==> src/rtl/pf_ram_ctl_if.sv <==
// CPU access bus for the playfield RAM controller: request/ack handshake.
// Latency: n/a (signal bundle only).
// Backpressure: the requester holds req/we/addr/wdata stable until ack.
//
// Ports (master = CPU side, slave = controller side):
//   cpu_req   request, held until cpu_ack
//   cpu_we    1 = write, 0 = read
//   cpu_addr  byte address, bank = [9:8], offset = [7:0]
//   cpu_wdata write data
//   cpu_rdata read data, valid in the cpu_ack cycle
//   cpu_ack   one-cycle access-complete pulse
interface pf_ram_ctl_if;
   logic       cpu_req;
   logic       cpu_we;
   logic [9:0] cpu_addr;
   logic [7:0] cpu_wdata;
   logic [7:0] cpu_rdata;
   logic       cpu_ack;

   modport master (
      output cpu_req, cpu_we, cpu_addr, cpu_wdata,
      input  cpu_rdata, cpu_ack
   );

   modport slave (
      input  cpu_req, cpu_we, cpu_addr, cpu_wdata,
      output cpu_rdata, cpu_ack
   );
endinterface

==> src/rtl/pf_ram_ctl.sv <==
// Playfield RAM controller: port A arbitrates CPU access vs. zero-fill clear, port B fetches one tile row into a line buffer.
// Latency: CPU ack 2 cycles after req sampled; clear 1024 writes + done; fetch 32 reads + done; lb_code 1 cycle.
// Backpressure: CPU is stalled (ack withheld) while a clear runs; starts arriving while busy are dropped.
//
// Ports:
//   clk, reset_n          clock, async active-low reset
//   cpu                   CPU request/ack bus (slave side)
//   clear_start/busy/done zero-fill command and status
//   fetch_start/row/busy/done  line fetch command and status
//   lb_col / lb_code      line buffer column read (registered)
//   ram_*_a               RAM port A (shared CPU / clear), active-low strobes
//   ram_*_b               RAM port B (line fetch), all four banks read in parallel
module pf_ram_ctl (
   input  logic        clk,
   input  logic        reset_n,
   pf_ram_ctl_if.slave cpu,
   input  logic        clear_start,
   output logic        clear_busy,
   output logic        clear_done,
   input  logic        fetch_start,
   input  logic [4:0]  fetch_row,
   output logic        fetch_busy,
   output logic        fetch_done,
   input  logic [4:0]  lb_col,
   output logic [7:0]  lb_code,
   output logic [7:0]  ram_addr_a,
   output logic [7:0]  ram_din_a,
   input  logic [7:0]  ram_dout_a,
   output logic [3:0]  ram_ce_a,
   output logic [3:0]  ram_we_a,
   output logic [7:0]  ram_addr_b,
   input  logic [31:0] ram_dout_b,
   output logic [3:0]  ram_ce_b
);

   typedef enum logic [1:0] {
      IDLE    = 2'd0,
      CPU_ACC = 2'd1,
      CPU_ACK = 2'd2,
      CLR     = 2'd3
   } state_t;

   // ---------------- port A state ----------------
   state_t      state_q, state_d;
   logic [7:0]  addr_a_q, addr_a_d;
   logic [7:0]  din_a_q, din_a_d;
   logic [3:0]  ce_a_q, ce_a_d;
   logic [3:0]  we_a_q, we_a_d;
   logic        acc_we_q, acc_we_d;
   logic [7:0]  rdata_q, rdata_d;
   logic        ack_q, ack_d;
   logic [9:0]  clr_k_q, clr_k_d;
   logic        clear_pend_q, clear_pend_d;
   logic        clear_busy_q, clear_busy_d;
   logic        clear_done_q, clear_done_d;
   logic [9:0]  clr_k_nxt;
   logic [3:0]  cpu_bank_sel;
   logic [3:0]  clr_bank_sel;

   // ---------------- port B / line buffer state ----------------
   logic [4:0]  row_q, row_d;
   logic [4:0]  col_q, col_d;
   logic [7:0]  addr_b_q, addr_b_d;
   logic [3:0]  ce_b_q, ce_b_d;
   logic        fetch_busy_q, fetch_busy_d;
   logic        fetch_done_q, fetch_done_d;
   logic [7:0]  lb_code_q, lb_code_d;
   logic        lb_we;
   logic [4:0]  lb_waddr;
   logic [7:0]  lb_wdata;
   logic [7:0]  lb_mem [32];

   assign clr_k_nxt    = clr_k_q + 10'd1;
   // One-hot active-low bank decodes
   assign cpu_bank_sel = ~(4'b0001 << cpu.cpu_addr[9:8]);
   assign clr_bank_sel = ~(4'b0001 << clr_k_nxt[9:8]);

   always_comb begin
      state_d      = state_q;
      addr_a_d     = addr_a_q;
      din_a_d      = din_a_q;
      ce_a_d       = ce_a_q;
      we_a_d       = we_a_q;
      acc_we_d     = acc_we_q;
      rdata_d      = rdata_q;
      ack_d        = 1'b0;
      clr_k_d      = clr_k_q;
      clear_busy_d = clear_busy_q;
      clear_done_d = 1'b0;
      // A start during a running clear is dropped; otherwise it waits for IDLE.
      clear_pend_d = clear_pend_q | (clear_start & ~clear_busy_q);

      case (state_q)
         IDLE: begin
            // CPU wins over a pending clear so it never waits behind a fresh request.
            if (cpu.cpu_req) begin
               state_d  = CPU_ACC;
               addr_a_d = cpu.cpu_addr[7:0];
               ce_a_d   = cpu_bank_sel;
               acc_we_d = cpu.cpu_we;
               if (cpu.cpu_we) begin
                  we_a_d  = cpu_bank_sel;
                  din_a_d = cpu.cpu_wdata;
               end
            end else if (clear_pend_q) begin
               state_d      = CLR;
               clr_k_d      = 10'd0;
               addr_a_d     = 8'h00;
               din_a_d      = 8'h00;
               ce_a_d       = 4'b1110;
               we_a_d       = 4'b1110;
               clear_busy_d = 1'b1;
            end
         end
         CPU_ACC: begin
            state_d = CPU_ACK;
            if (!acc_we_q) begin
               rdata_d = ram_dout_a;
            end
            ce_a_d = 4'hF;
            we_a_d = 4'hF;
            ack_d  = 1'b1;
         end
         CPU_ACK: begin
            // Turnaround cycle: the held request is not re-sampled until IDLE.
            state_d = IDLE;
         end
         CLR: begin
            if (clr_k_q == 10'd1023) begin
               state_d      = IDLE;
               ce_a_d       = 4'hF;
               we_a_d       = 4'hF;
               clear_busy_d = 1'b0;
               clear_done_d = 1'b1;
               clear_pend_d = 1'b0;
            end else begin
               clr_k_d  = clr_k_nxt;
               addr_a_d = clr_k_nxt[7:0];
               ce_a_d   = clr_bank_sel;
               we_a_d   = clr_bank_sel;
            end
         end
         default: state_d = IDLE;
      endcase
   end

   always_comb begin
      row_d        = row_q;
      col_d        = col_q;
      addr_b_d     = addr_b_q;
      ce_b_d       = ce_b_q;
      fetch_busy_d = fetch_busy_q;
      fetch_done_d = 1'b0;
      lb_we        = 1'b0;
      lb_waddr     = col_q;
      // Row bits [4:3] pick the bank, i.e. the byte lane of the 32-bit port.
      lb_wdata     = ram_dout_b[{row_q[4:3], 3'b000} +: 8];

      if (fetch_busy_q) begin
         lb_we = 1'b1;
         if (col_q == 5'd31) begin
            fetch_busy_d = 1'b0;
            fetch_done_d = 1'b1;
            ce_b_d       = 4'hF;
         end else begin
            col_d    = col_q + 5'd1;
            addr_b_d = {row_q[2:0], col_q + 5'd1};
         end
      end else if (fetch_start) begin
         row_d        = fetch_row;
         col_d        = 5'd0;
         addr_b_d     = {fetch_row[2:0], 5'd0};
         ce_b_d       = 4'h0;
         fetch_busy_d = 1'b1;
      end

      lb_code_d = lb_mem[lb_col];
   end

   always_ff @(posedge clk or negedge reset_n) begin
      if (!reset_n) begin
         state_q      <= IDLE;
         addr_a_q     <= 8'h00;
         din_a_q      <= 8'h00;
         ce_a_q       <= 4'hF;
         we_a_q       <= 4'hF;
         acc_we_q     <= 1'b0;
         rdata_q      <= 8'h00;
         ack_q        <= 1'b0;
         clr_k_q      <= 10'd0;
         clear_pend_q <= 1'b0;
         clear_busy_q <= 1'b0;
         clear_done_q <= 1'b0;
         row_q        <= 5'd0;
         col_q        <= 5'd0;
         addr_b_q     <= 8'h00;
         ce_b_q       <= 4'hF;
         fetch_busy_q <= 1'b0;
         fetch_done_q <= 1'b0;
         lb_code_q    <= 8'h00;
      end else begin
         state_q      <= state_d;
         addr_a_q     <= addr_a_d;
         din_a_q      <= din_a_d;
         ce_a_q       <= ce_a_d;
         we_a_q       <= we_a_d;
         acc_we_q     <= acc_we_d;
         rdata_q      <= rdata_d;
         ack_q        <= ack_d;
         clr_k_q      <= clr_k_d;
         clear_pend_q <= clear_pend_d;
         clear_busy_q <= clear_busy_d;
         clear_done_q <= clear_done_d;
         row_q        <= row_d;
         col_q        <= col_d;
         addr_b_q     <= addr_b_d;
         ce_b_q       <= ce_b_d;
         fetch_busy_q <= fetch_busy_d;
         fetch_done_q <= fetch_done_d;
         lb_code_q    <= lb_code_d;
      end
   end

   // Line buffer storage is deliberately not reset.
   always_ff @(posedge clk) begin
      if (lb_we) begin
         lb_mem[lb_waddr] <= lb_wdata;
      end
   end

   assign cpu.cpu_rdata = rdata_q;
   assign cpu.cpu_ack   = ack_q;
   assign clear_busy    = clear_busy_q;
   assign clear_done    = clear_done_q;
   assign fetch_busy    = fetch_busy_q;
   assign fetch_done    = fetch_done_q;
   assign lb_code       = lb_code_q;
   assign ram_addr_a    = addr_a_q;
   assign ram_din_a     = din_a_q;
   assign ram_ce_a      = ce_a_q;
   assign ram_we_a      = we_a_q;
   assign ram_addr_b    = addr_b_q;
   assign ram_ce_b      = ce_b_q;

endmodule

==> src/flat_wrapper.sv <==
// flat-port wrapper written by rule: the top's interface ports become plain ports
module pf_ram_ctl_flat 
  (clk, reset_n, clear_start, clear_busy, clear_done, fetch_start, fetch_row, fetch_busy, fetch_done, lb_col, lb_code, ram_addr_a, ram_din_a, ram_dout_a, ram_ce_a, ram_we_a, ram_addr_b, ram_dout_b, ram_ce_b, cpu_cpu_req, cpu_cpu_we, cpu_cpu_addr, cpu_cpu_wdata, cpu_cpu_rdata, cpu_cpu_ack);
  pf_ram_ctl_if cpu_i ();
  input  logic clk;
  input  logic reset_n;
  input  logic clear_start;
  output logic clear_busy;
  output logic clear_done;
  input  logic fetch_start;
  input  logic [4:0] fetch_row;
  output logic fetch_busy;
  output logic fetch_done;
  input  logic [4:0] lb_col;
  output logic [7:0] lb_code;
  output logic [7:0] ram_addr_a;
  output logic [7:0] ram_din_a;
  input  logic [7:0] ram_dout_a;
  output logic [3:0] ram_ce_a;
  output logic [3:0] ram_we_a;
  output logic [7:0] ram_addr_b;
  input  logic [31:0] ram_dout_b;
  output logic [3:0] ram_ce_b;
  input wire logic [$bits(cpu_i.cpu_req)-1:0] cpu_cpu_req;
  input wire logic [$bits(cpu_i.cpu_we)-1:0] cpu_cpu_we;
  input wire logic [$bits(cpu_i.cpu_addr)-1:0] cpu_cpu_addr;
  input wire logic [$bits(cpu_i.cpu_wdata)-1:0] cpu_cpu_wdata;
  output wire logic [$bits(cpu_i.cpu_rdata)-1:0] cpu_cpu_rdata;
  output wire logic [$bits(cpu_i.cpu_ack)-1:0] cpu_cpu_ack;
  assign cpu_i.cpu_req = cpu_cpu_req;
  assign cpu_i.cpu_we = cpu_cpu_we;
  assign cpu_i.cpu_addr = cpu_cpu_addr;
  assign cpu_i.cpu_wdata = cpu_cpu_wdata;
  assign cpu_cpu_rdata = cpu_i.cpu_rdata;
  assign cpu_cpu_ack = cpu_i.cpu_ack;
  pf_ram_ctl u_core (.clk(clk), .reset_n(reset_n), .cpu(cpu_i), .clear_start(clear_start), .clear_busy(clear_busy), .clear_done(clear_done), .fetch_start(fetch_start), .fetch_row(fetch_row), .fetch_busy(fetch_busy), .fetch_done(fetch_done), .lb_col(lb_col), .lb_code(lb_code), .ram_addr_a(ram_addr_a), .ram_din_a(ram_din_a), .ram_dout_a(ram_dout_a), .ram_ce_a(ram_ce_a), .ram_we_a(ram_we_a), .ram_addr_b(ram_addr_b), .ram_dout_b(ram_dout_b), .ram_ce_b(ram_ce_b));
endmodule
==> config.mk <==
export PLATFORM = sky130hd
export DESIGN_NAME = pf_ram_ctl_flat
export DESIGN_NICKNAME = d
export VERILOG_FILES = /design/src/rtl/pf_ram_ctl_if.sv /design/src/rtl/pf_ram_ctl.sv /design/src/flat_wrapper.sv
export SDC_FILE = /design/constraint.sdc
export NUM_CORES = 1
export LEC_CHECK = 0
export ABC_CLOCK_PERIOD_IN_PS = 4100
export CAP_MARGIN = 5
export CORE_MARGIN = 1
export CORE_UTILIZATION = 50
export CTS_CLUSTER_DIAMETER = 150
export DETAILED_ROUTE_END_ITERATION = 8
export DONT_BUFFER_PORTS = 1
export SLEW_MARGIN = 0
export SYNTH_ARGS = -nofsm -noshare
export SYNTH_HDL_FRONTEND = slang
export SYNTH_SLANG_ARGS = --single-unit
==> constraint.sdc <==
create_clock -name clk -period 4.1 [get_ports clk]
set_input_delay 0.615 -clock clk [delete_from_list [all_inputs] [get_ports clk]]
set_output_delay 0.615 -clock clk [all_outputs]
set_load 0.01 [all_outputs]
==> reports/metrics.cfg, run 1 <==
[status]
status=finished with violations
violations=design-rule violations

[sta]
whs_ns=0.00496
tightest_slew_ns=0.828
setup_tns_ns=0
hold_viol=0
min_period_over_period_pct=60.2
fmax_mhz=405
setup_viol=0
rsz0062_at_grt=false
slew_violations=0
slew_headroom_pct=44.8
layout_min_cycle_time_ns=2.47
fin_skew_ns=0.0138

[routing]
vias_per_cell=6.13
vias=6972
ant_nets=0
dr.pass1.iters=9
wl_per_cell_um=25.3
routed_wl_mm=28.8
drc=2
dr.first_iter.drc_count=554

[yosys]
syn-num-nets=873
ys_seq_area_share_pct=70.7
synth_edf_count=256
ys_async_sr_fraction_pct=22.2
netlist_area_mm2=0.0135
synth_area_leaders=edfxtp_1 57%, mux4_2 12%, dfrtp_1 12%, dfstp_2 1.8%, o22ai_1 1.6%
ys_types=55
syn_avg_cell_area_um2=17.1
synth_top_area_cell=edfxtp_1
syn_inst=789
synth-seq-cells=329
ys_warn_count=0
yosysTopAreaCellShare_pct=57.1
yosys_most_used_dff=edfxtp_1

[worst_setup_path]
max_stage_delay_ns=0.79
rr_endpoint=u_core.lb_mem[25][0]$_DFFE_PP_
critPathLaunchType=register
cp.required_ns=4.22
path_cells=nand2_1 > nor2_1
end_kind=register
r2r_slack_ns=1.63
critPathTopFamily=simple AND/OR/NAND/NOR gates
worst-path-buf-inv=0
worst-path-max-fanout=22
r2r_cells=2
crit_type=register to register
r2r_start=u_core.fetch_busy$_DFF_PN0_
arrival_ns=2.59
cp_slowest_cell=dfrtp_1

[cells_and_area]
final_area_mm2=0.0147
layout_commonest_cell=edfxtp_1
final_cell_mix=256 x edfxtp_1, 72 x mux4_2, 64 x dfrtp_1, 54 x nor2_1, 47 x nand2_1
area_growth_pct=9.45
diodes=0
drive_gt1_share_pct=19.3
fillerInstances=1998
fin_util_pct=56.2
fin_nets=865

[clocking]
cts-resized-gates=0
numCtsBuffers=34
cts_buffer_depth=3
cts-root-buf=clkbuf_16
cts_tree=yes
clk_pin_slew_worst_paths_ns=0.06
clk_latency_ns=0.50
cts.htree.levels=2
clkSinkCount=329

[power]
p_leak_uw=0.00498
p_per_area_mw_per_mm2=680
ir_drop_mv=0.483

[global_route]
grt_pass1_vias=7433
antenna_found_initial=0
grt_pass1_wl_mm=45.0
grt_max_degree=74
grt_overflow=0
track_usage_pct=21.6

[worst_hold_path]
worstHoldPathType=primary input to async pin

[placed_design]
place.gp.congestion=0.884
portBuffers=0
place_hpwl_mm=18.6
dpl-instance-area_mm2=0.0137

[floorplanning]
coreArea_mm2=0.0262
dieArea_mm2=0.0276
io_pins=131
chipWidth_um=166
rows=59
die_y_um=166
start_util_pct=51.4

[job]
cap_viol_max_count=0

==> what timing repair did <==
action / 4_1_cts / 5_1_grt
hold buffers: 1 / 0
setup buffers: 0 / 0
hold endpoints to repair: 73 / 0
==> stage by stage <==
| step | std cells | setup WS [ns] | power (µW) |
|---|---|---|---|
| after floorplan | 789 | 2.12 | 6480 |
| after global placement | 1079 | 1.67 | 7150 |
| after detailed placement | 1079 | 1.59 | 7230 |
| after CTS | 1137 | 1.57 | 10100 |
| after global routing | 1137 | 1.40 | 10500 |
| final | 1137 | 1.63 | 10000 |
==> report_power, final <==
part           switching [µW]  leakage (µW)  internal (µW)  total [µW]
registers                 506       0.00319           4690        5190
logic                    1310       0.00128            642        1950
clock network            1190      0.000504           1680        2870
total                    3010       0.00498           7010       10000
==> cell type report <==
type / instances / area [µm²] / share of cell area [%]
Clock inverter: 17 / 141 / 0.959
Multi-Input combinational cell: 401 / 3680 / 25.0
Tap cell: 335 / 419 / 2.84
Timing Repair Buffer: 1 / 27.5 / 0.187
Clock buffer: 40 / 895 / 6.07
Sequential cell: 329 / 9530 / 64.6
Inverter: 14 / 52.6 / 0.357
==> flip-flops by register name, summed over array words and instances (netlist names), 2 cells and up <==
name	flops
u_core.lb_mem	256
u_core.row_q	5
u_core.ram_addr_a	8
u_core.ram_din_a	8
u_core.state_q	2
u_core.cpu.cpu_rdata	8
u_core.ram_addr_b	8
u_core.ram_ce_a	4
u_core.lb_code	8
u_core.clr_k_q	10
u_core.ram_we_a	4
==> how the worst max path moves through the flow <==
stage                                      startpoint  slack (ns)                             end  cells past startpoint
final                     u_core.fetch_busy$_DFF_PN0_        1.63  u_core.lb_mem[25][0]$_DFFE_PP_                      2
after global routing      u_core.fetch_busy$_DFF_PN0_        1.40  u_core.lb_mem[27][2]$_DFFE_PP_                      2
after CTS                 u_core.fetch_busy$_DFF_PN0_        1.57  u_core.lb_mem[25][6]$_DFFE_PP_                      2
after detailed placement  u_core.fetch_busy$_DFF_PN0_        1.59   u_core.lb_mem[5][7]$_DFFE_PP_                      2
after global placement    u_core.fetch_busy$_DFF_PN0_        1.67  u_core.lb_mem[24][0]$_DFFE_PP_                      2
after floorplan           u_core.fetch_busy$_DFF_PN0_        2.12  u_core.lb_mem[10][0]$_DFFE_PP_                      4
==> kinds of logic (layout without fill, tap and decap cells) <==
| family | count (synthesis) | after routing | synth area share (%) |
|---|---|---|---|
| flip-flops | 329 | 329 | 70.7 |
| buffers and inverters | 59 | 72 | 1.95 |
| AO/OA/AOI/OAI | 112 | 112 | 5.12 |
| adder cells (fa/ha/maj) | 10 | 10 | 0.929 |
| multiplexers | 103 | 103 | 14.6 |
| XOR/XNOR | 6 | 6 | 0.390 |
| AND/OR/NAND/NOR | 170 | 170 | 6.32 |
==> cell usage after synthesis (2+ instances only) <==
| cell type | n |
|---|---|
| inv_1 | 13 |
| ha_1 | 10 |
| nand3_1 | 9 |
| nor2_1 | 54 |
| or2_2 | 2 |
| mux4_2 | 72 |
| nand2_1 | 47 |
| buf_1 | 6 |
| nand4_1 | 6 |
| dfstp_2 | 9 |
| o21ai_0 | 19 |
| a31oi_1 | 9 |
| nand3b_1 | 7 |
| mux2_2 | 17 |
| nor3_1 | 3 |
| or3b_2 | 2 |
| o32a_1 | 2 |
| clkbuf_1 | 24 |
| o21ai_1 | 7 |
| and2_1 | 4 |
| mux2_1 | 6 |
| dfrtp_1 | 64 |
| xnor2_1 | 5 |
| buf_4 | 9 |
| buf_2 | 6 |
| mux2i_1 | 8 |
| or3_1 | 3 |
| a211oi_1 | 2 |
| edfxtp_1 | 256 |
| nand2b_1 | 7 |
| a21oi_1 | 26 |
| and4_1 | 3 |
| o31ai_1 | 2 |
| and3_1 | 3 |
| nor4_1 | 8 |
| nor3b_1 | 2 |
| nor2b_1 | 5 |
| o211ai_1 | 2 |
| o22ai_1 | 34 |
==> metal layers <==
metal / up-vias / GRT usage (%) / wire (µm)
met5: - / 0 / 0
met4: 0 / 5.04 / 462
met3: 36 / 4.65 / 2080
met2: 256 / 35.1 / 14000
met1: 3579 / 30.2 / 12200
li1: 3101 / - / -
==> worst register-to-register path, delay by kind of cell (launching register included) <==
| family | cells | cell delay [ns] |
|---|---|---|
| DFF | 1 | 0.79 |
| and+or+nand+nor | 2 | 1.30 |
(Power assumes the default switching activity.)
==> run 2, diff against run 1 <==
Settings changed: ABC_CLOCK_PERIOD_IN_PS 4100 to 2200, PLACE_DENSITY from default to 0.68.
Clock period 4.1 ns to 2.2 ns, I/O delays scaled along.
==> run 2 against run 1 <==
  * The run still ends with design-rule violations left
  * Power up 93%
  * Flip-flop and latch count unchanged
  * Die area unchanged
  * Cell area up 4.9%
  * Routed wire length up 1.9%
  * Core utilization up 2.8 points
  * Via count up 6.5%
  * Critical endpoint is now u_core.ram_addr_b[6]$_DFFE_PN0P_
  * Largest cell class unchanged
  * Largest power group unchanged
==> reports/metrics.cfg, run 2 (synthesized netlist as in run 1, its figures left out) <==
[clocking]
numCtsBuffers=34  ; unchanged
cts_tree=yes
clk_pin_slew_worst_paths_ns=0.06  ; about the same
clk_latency_ns=0.53  ; +0.03 ns
clkSinkCount=329  ; unchanged
cts-root-buf=clkbuf_16
cts_buffer_depth=3  ; unchanged
cts.htree.levels=2  ; unchanged

[routing]
wl_per_cell_um=24.1  ; -4.6%
routed_wl_mm=29.3  ; +1.9%
vias=7424  ; +6.5%
dr.pass1.iters=7  ; -2
drc=4  ; +2
ant_nets=0  ; unchanged
vias_per_cell=6.11  ; -0.35%
dr.first_iter.drc_count=728  ; +31%

[floorplanning]
dieArea_mm2=0.0276  ; unchanged
rows=59  ; unchanged
coreArea_mm2=0.0262  ; unchanged
die_y_um=166  ; unchanged
io_pins=131  ; unchanged
chipWidth_um=166  ; unchanged
start_util_pct=51.4  ; unchanged

[job]
cap_viol_max_count=0  ; unchanged

[worst_setup_path]
worst-path-max-fanout=7  ; -68%
path_cells=ha_1 > and3_1 > ha_1 > and2_1 > nor2_1 > nor2_1 > a21oi_1
cp_slowest_cell=dfrtp_1
critPathTopFamily=simple AND/OR/NAND/NOR gates
worst-path-buf-inv=0  ; unchanged
cp.required_ns=2.63  ; -1.59 ns
end_kind=register
r2r_start=u_core.ram_addr_b[0]$_DFFE_PN0P_
arrival_ns=2.41  ; -0.18 ns
critPathLaunchType=register
worstSetupStartpoint=u_core.ram_addr_b[0]$_DFFE_PN0P_
crit_type=register to register
max_stage_delay_ns=0.39  ; -0.40 ns

[power]
p_leak_uw=0.00539  ; +8.1%
fin_total_pwr_uw=19300  ; +93%
ir_drop_mv=0.927  ; +92%
p_per_area_mw_per_mm2=1250  ; +84%

[status]
violations=design-rule violations
status=finished with violations

[global_route]
grt_pass1_wl_mm=45.3  ; +0.63%
grt_max_degree=74  ; unchanged
grt_pass1_vias=7837  ; +5.4%
track_usage_pct=21.6  ; -0.023 points
grt_overflow=0  ; unchanged
antenna_found_initial=0  ; unchanged

[cells_and_area]
area_growth_pct=14.8
drive_gt1_share_pct=23.9  ; +4.5 points
diodes=0  ; unchanged
largest_register_ffs=256  ; unchanged
reg_top3=u_core.lb_mem x256, u_core.clr_k_q x10
fin_nets=938  ; +8.4%
fin_util_pct=59.0  ; +2.8 points
final_cell_mix=256 x edfxtp_1, 72 x mux4_2, 64 x dfrtp_1, 54 x nor2_1, 46 x nand2_1
layout_commonest_cell=edfxtp_1
top_register=u_core.lb_mem

[sta]
setup_tns_ns=0  ; unchanged
slew_violations=0  ; unchanged
fmax_mhz=504  ; +24%
slew_headroom_pct=50.9  ; +6.0 points
hold_viol=0  ; unchanged
min_period_over_period_pct=90.3  ; +30 points
layout_min_cycle_time_ns=1.99  ; -0.484 ns
rsz0062_at_grt=false
fin_skew_ns=0.0239  ; +0.0101 ns
tightest_slew_ns=0.737  ; -0.0906 ns
setup_viol=0  ; unchanged

[placed_design]
place.gp.congestion=0.839  ; -5.1%
place_hpwl_mm=18.2  ; -1.9%
portBuffers=0  ; unchanged

[worst_hold_path]
hp-start=cpu_cpu_addr[0]
worstHoldPathType=primary input to register

==> run 2: final timing paths <==
| path | endpoint | slack [ns] | cells past startpoint |
|---|---|---|---|
| worst max-delay path | u_core.ram_addr_b[6]$_DFFE_PN0P_ | 0.21 | 7 |
| max in group asynchronous | u_core.ram_ce_b[2]$_DFFE_PN1P_ | 1.40 | 2 |
| worst max register to register | u_core.ram_addr_b[6]$_DFFE_PN0P_ | 0.21 | 7 |
| worst min-delay path | u_core.ram_addr_a[0]$_DFFE_PN0P_ | 0.03 | 2 |
| worst min register to register | u_core.acc_we_q$_DFFE_PN0P_ | 0.52 | 1 |
| min in group asynchronous | u_core.lb_code[2]$_DFF_PN0_ | 0.44 | 2 |
==> run 2: power breakdown <==
part           leakage, µW  switching (µW)  internal [µW]  total [µW]
registers          0.00319             800           8720        9520
logic              0.00164            2560           1490        4050
clock network     0.000555            2370           3370        5740
total              0.00539            5730          13600       19300
==> run 2: layout make-up <==
cell class	count	area, µm²
Multi-Input combinational cell	401	3680
Fill cell	1884	10700
Clock buffer	41	921
Clock inverter	21	209
Timing Repair Buffer	74	656
Inverter	14	52.6
Sequential cell	329	9530
Tap cell	335	419
==> run 2: repair_timing <==
item | in CTS | in global routing
resized for setup | 0 | 2
endpoints found under the hold margin | 103 | 0
hold buffers | 28 | 0
setup endpoints to repair | 0 | 6
buffers inserted | 0 | 0
==> run 2: per-stage QoR <==
stage	cell area, µm²	cells	setup slack (ns)	hold WS [ns]
floorplan	13500	789	0.218	0.0344
global placement	14000	1125	0.164	0.0361
detailed placement	14000	1125	0.115	0.0359
CTS	15500	1215	0.0881	0.0156
global route	15500	1215	0.0628	0.0419
finish	15500	1215	0.214	0.0270
==> run 2: per-layer routing <==
metal | global-route usage, % | share of wire, % | vias up
met5 | 0 | 0 | -
met4 | 5.49 | 1.4 | 0
met3 | 4.72 | 8.4 | 34
met2 | 36.5 | 51 | 339
met1 | 28.7 | 40 | 3814
li1 | - | - | 3237
==> run 3, diff against run 2 <==
Settings changed: ABC_CLOCK_PERIOD_IN_PS 2200 to 1910, GPL_TIMING_DRIVEN from default to 0, PLACE_DENSITY 0.68 to default.
Clock period 2.2 ns to 1.91 ns, I/O delays scaled along.
==> run 3 against run 2 <==
  * The flow finishes with violations (design-rule violations, negative setup slack)
  * Global-route usage grew 4.4 points
  * Die area unchanged
  * First-iteration DRC count grew 25%
  * Flip-flop and latch count is the same
  * Sequential power up 16%
  * Combinational power grew 43%
  * Fmax rose by 3.6%
  * Sequential share of layout area decreased by 2.2 points
  * Power increased by 21%
  * Clock skew decreased by 0.0011 ns
==> reports/metrics.cfg, run 3 (synthesized netlist as in run 1, its figures left out) <==
[worst_setup_path]
end_kind=register
rr_endpoint=u_core.ram_addr_a[5]$_DFFE_PN0P_
r2r_cells=5  ; -2
crit_type=register to register
worstSetupStartpoint=u_core.state_q[1]$_DFFE_PN0P_
r2r_start=u_core.state_q[1]$_DFFE_PN0P_
arrival_ns=2.30  ; -0.11 ns
r2r_slack_ns=-0.006  ; -0.22 ns
cp.required_ns=2.30  ; -0.33 ns
critPathLaunchType=register
worst-path-max-fanout=9  ; +2
cp-endpoint=u_core.ram_addr_a[5]$_DFFE_PN0P_

[global_route]
track_usage_pct=26.0  ; +4.4 points
grt_max_degree=74  ; unchanged
grt_pass1_wl_mm=52.5  ; +16%
antenna_found_initial=2  ; +2
grt_pass1_vias=8170  ; +4.2%
grt_overflow=0  ; unchanged

[power]
ir_drop_mv=0.889  ; -4.1%
p_per_area_mw_per_mm2=1460  ; +17%
fin_total_pwr_uw=23500  ; +21%
p_leak_uw=0.00545  ; +1.3%

[placed_design]
place_hpwl_mm=19.9  ; +8.9%
dpl-instance-area_mm2=0.0139  ; -1.1%
numPlacedInstances=1124  ; -0.089%
place.gp.congestion=0.932  ; +11%
portBuffers=0  ; unchanged

[sta]
rsz0062_at_grt=true
slew_headroom_pct=46.6  ; -4.2 points
worst_slack_ns=-0.00619  ; -0.220 ns
setup_tns_ns=-0.00619  ; -0.00619 ns
layout_min_cycle_time_ns=1.92  ; -0.0699 ns
min_period_over_period_pct=100  ; +10 points
setup_viol=1  ; +1
fin_skew_ns=0.0229  ; -0.00106 ns
slew_violations=0  ; unchanged
hold_viol=0  ; unchanged
tightest_slew_ns=0.801  ; +0.0636 ns
fmax_mhz=522  ; +3.6%

[cells_and_area]
fillerInstances=1859  ; -1.3%
final_area_mm2=0.0161  ; +3.9%
final_cell_mix=256 x edfxtp_1, 80 x mux4_2, 59 x dfrtp_1, 41 x nand2_1, 35 x clkbuf_16
reg_top3=u_core.lb_mem x256, u_core.clr_k_q x10
final-instance-count-excl-fill=1242  ; +2.2%
fin_nets=966  ; +3.0%
fin_util_pct=61.3  ; +2.3 points
drive_gt1_share_pct=29.1  ; +5.3 points
area_growth_pct=19.3
layout_commonest_cell=edfxtp_1
largest_register_ffs=256  ; unchanged
top_register=u_core.lb_mem

[clocking]
clkSinkCount=329  ; unchanged
cts_tree=yes
numCtsBuffers=35  ; +2.9%
cts.htree.levels=2  ; unchanged
cts-root-buf=clkbuf_16
clk_latency_ns=0.52  ; about the same
clk_pin_slew_worst_paths_ns=0.06  ; about the same
cts_buffer_depth=3  ; unchanged

[routing]
drc=8  ; +4
wl_per_cell_um=28.0  ; +16%
dr.pass1.iters=7  ; unchanged
ant_nets=0  ; unchanged
routed_wl_mm=34.8  ; +19%
dr.first_iter.drc_count=907  ; +25%
vias=7971  ; +7.4%
vias_per_cell=6.42  ; +5.0%

[floorplanning]
chipWidth_um=166  ; unchanged
coreArea_mm2=0.0262  ; unchanged
io_pins=131  ; unchanged
dieArea_mm2=0.0276  ; unchanged
rows=59  ; unchanged
start_util_pct=51.4  ; unchanged
die_y_um=166  ; unchanged

[worst_hold_path]
worstHoldPathType=primary input to register
whs_path_depth=2  ; unchanged

[status]
status=finished with violations
violations=design-rule violations, negative setup slack

[job]
cap_viol_max_count=0  ; unchanged

==> run 3: changes by cell type in the layout (fill, tap and decap cells not counted), sizes merged <==
cell	change
inv	-1
bufinv	+1
clkinvlp	-1
clkbuf	+26
buf	-3
mux4	+8
clkinv	-4
diode	+1
==> run 3: where the power goes <==
part / switching [µW] / internal [µW]
combinational: 3770 / 2010
clock: 2680 / 3950
sequential: 995 / 10100
total: 7450 / 16000
==> run 3: repair_timing <==
item,in CTS,in global routing
pin swaps,8,11
resized for setup,104,21
cloned,8,0
setup endpoints to repair,555,361
buffers inserted,13,9
endpoints found under the hold margin,107,0
hold buffers,28,0
==> run 3: worst min-delay path by stage <==
stage	start	end	slack [ns]
finish	fetch_row[2]	u_core.ram_addr_b[7]$_DFFE_PN0P_	0.02
global route	cpu_cpu_addr[2]	u_core.ram_addr_a[2]$_DFFE_PN0P_	0.03
CTS	fetch_start	u_core.fetch_busy$_DFF_PN0_	0.0002
detailed placement	reset_n	u_core.clr_k_q[0]$_DFFE_PN0P_	-0.007
global placement	reset_n	u_core.clr_k_q[1]$_DFFE_PN0P_	-0.007
floorplan	reset_n	u_core.acc_we_q$_DFFE_PN0P_	-0.009
==> run 3: area by class of cell <==
class	instances	area [µm²]	area share [%]
clock buffers	45	923	5.75
plain buffers	43	231	1.44
well taps	335	419	2.61
repair buffers	50	526	3.27
multi-input cells	409	4200	26.1
diodes	1	2.50	0.0156
inverters	14	52.6	0.327
flip-flops and latches	329	9530	59.4
clock inverters	16	180	1.12
==> run 3: metrics by stage <==
stage	hold slack [ns]	setup slack, ns
2_1_floorplan	-0.00909	-0.0720
3_5_place_dp	-0.00714	-0.916
4_1_cts	0.000178	0.0139
6_report	0.0247	-0.00619
3_3_place_gp	-0.00724	-0.828
5_1_grt	0.0271	-0.0387
==> run 3: per-layer routing <==
metal	part of all wire [%]	track usage (%)	up-vias
li1	-	-	3349
met1	41	37.5	4143
met2	47	39.9	420
met3	10	6.10	57
met4	2.4	7.60	2
met5	0.037	0	-
==> run 3: critical path, stage by stage, from the launching register on <==
cell and delay, ns:
dfrtp_1 0.43, ha_2 0.32, nor2b_1 0.07, clkbuf_1 0.25, a221o_1 0.46, mux2_2 0.27
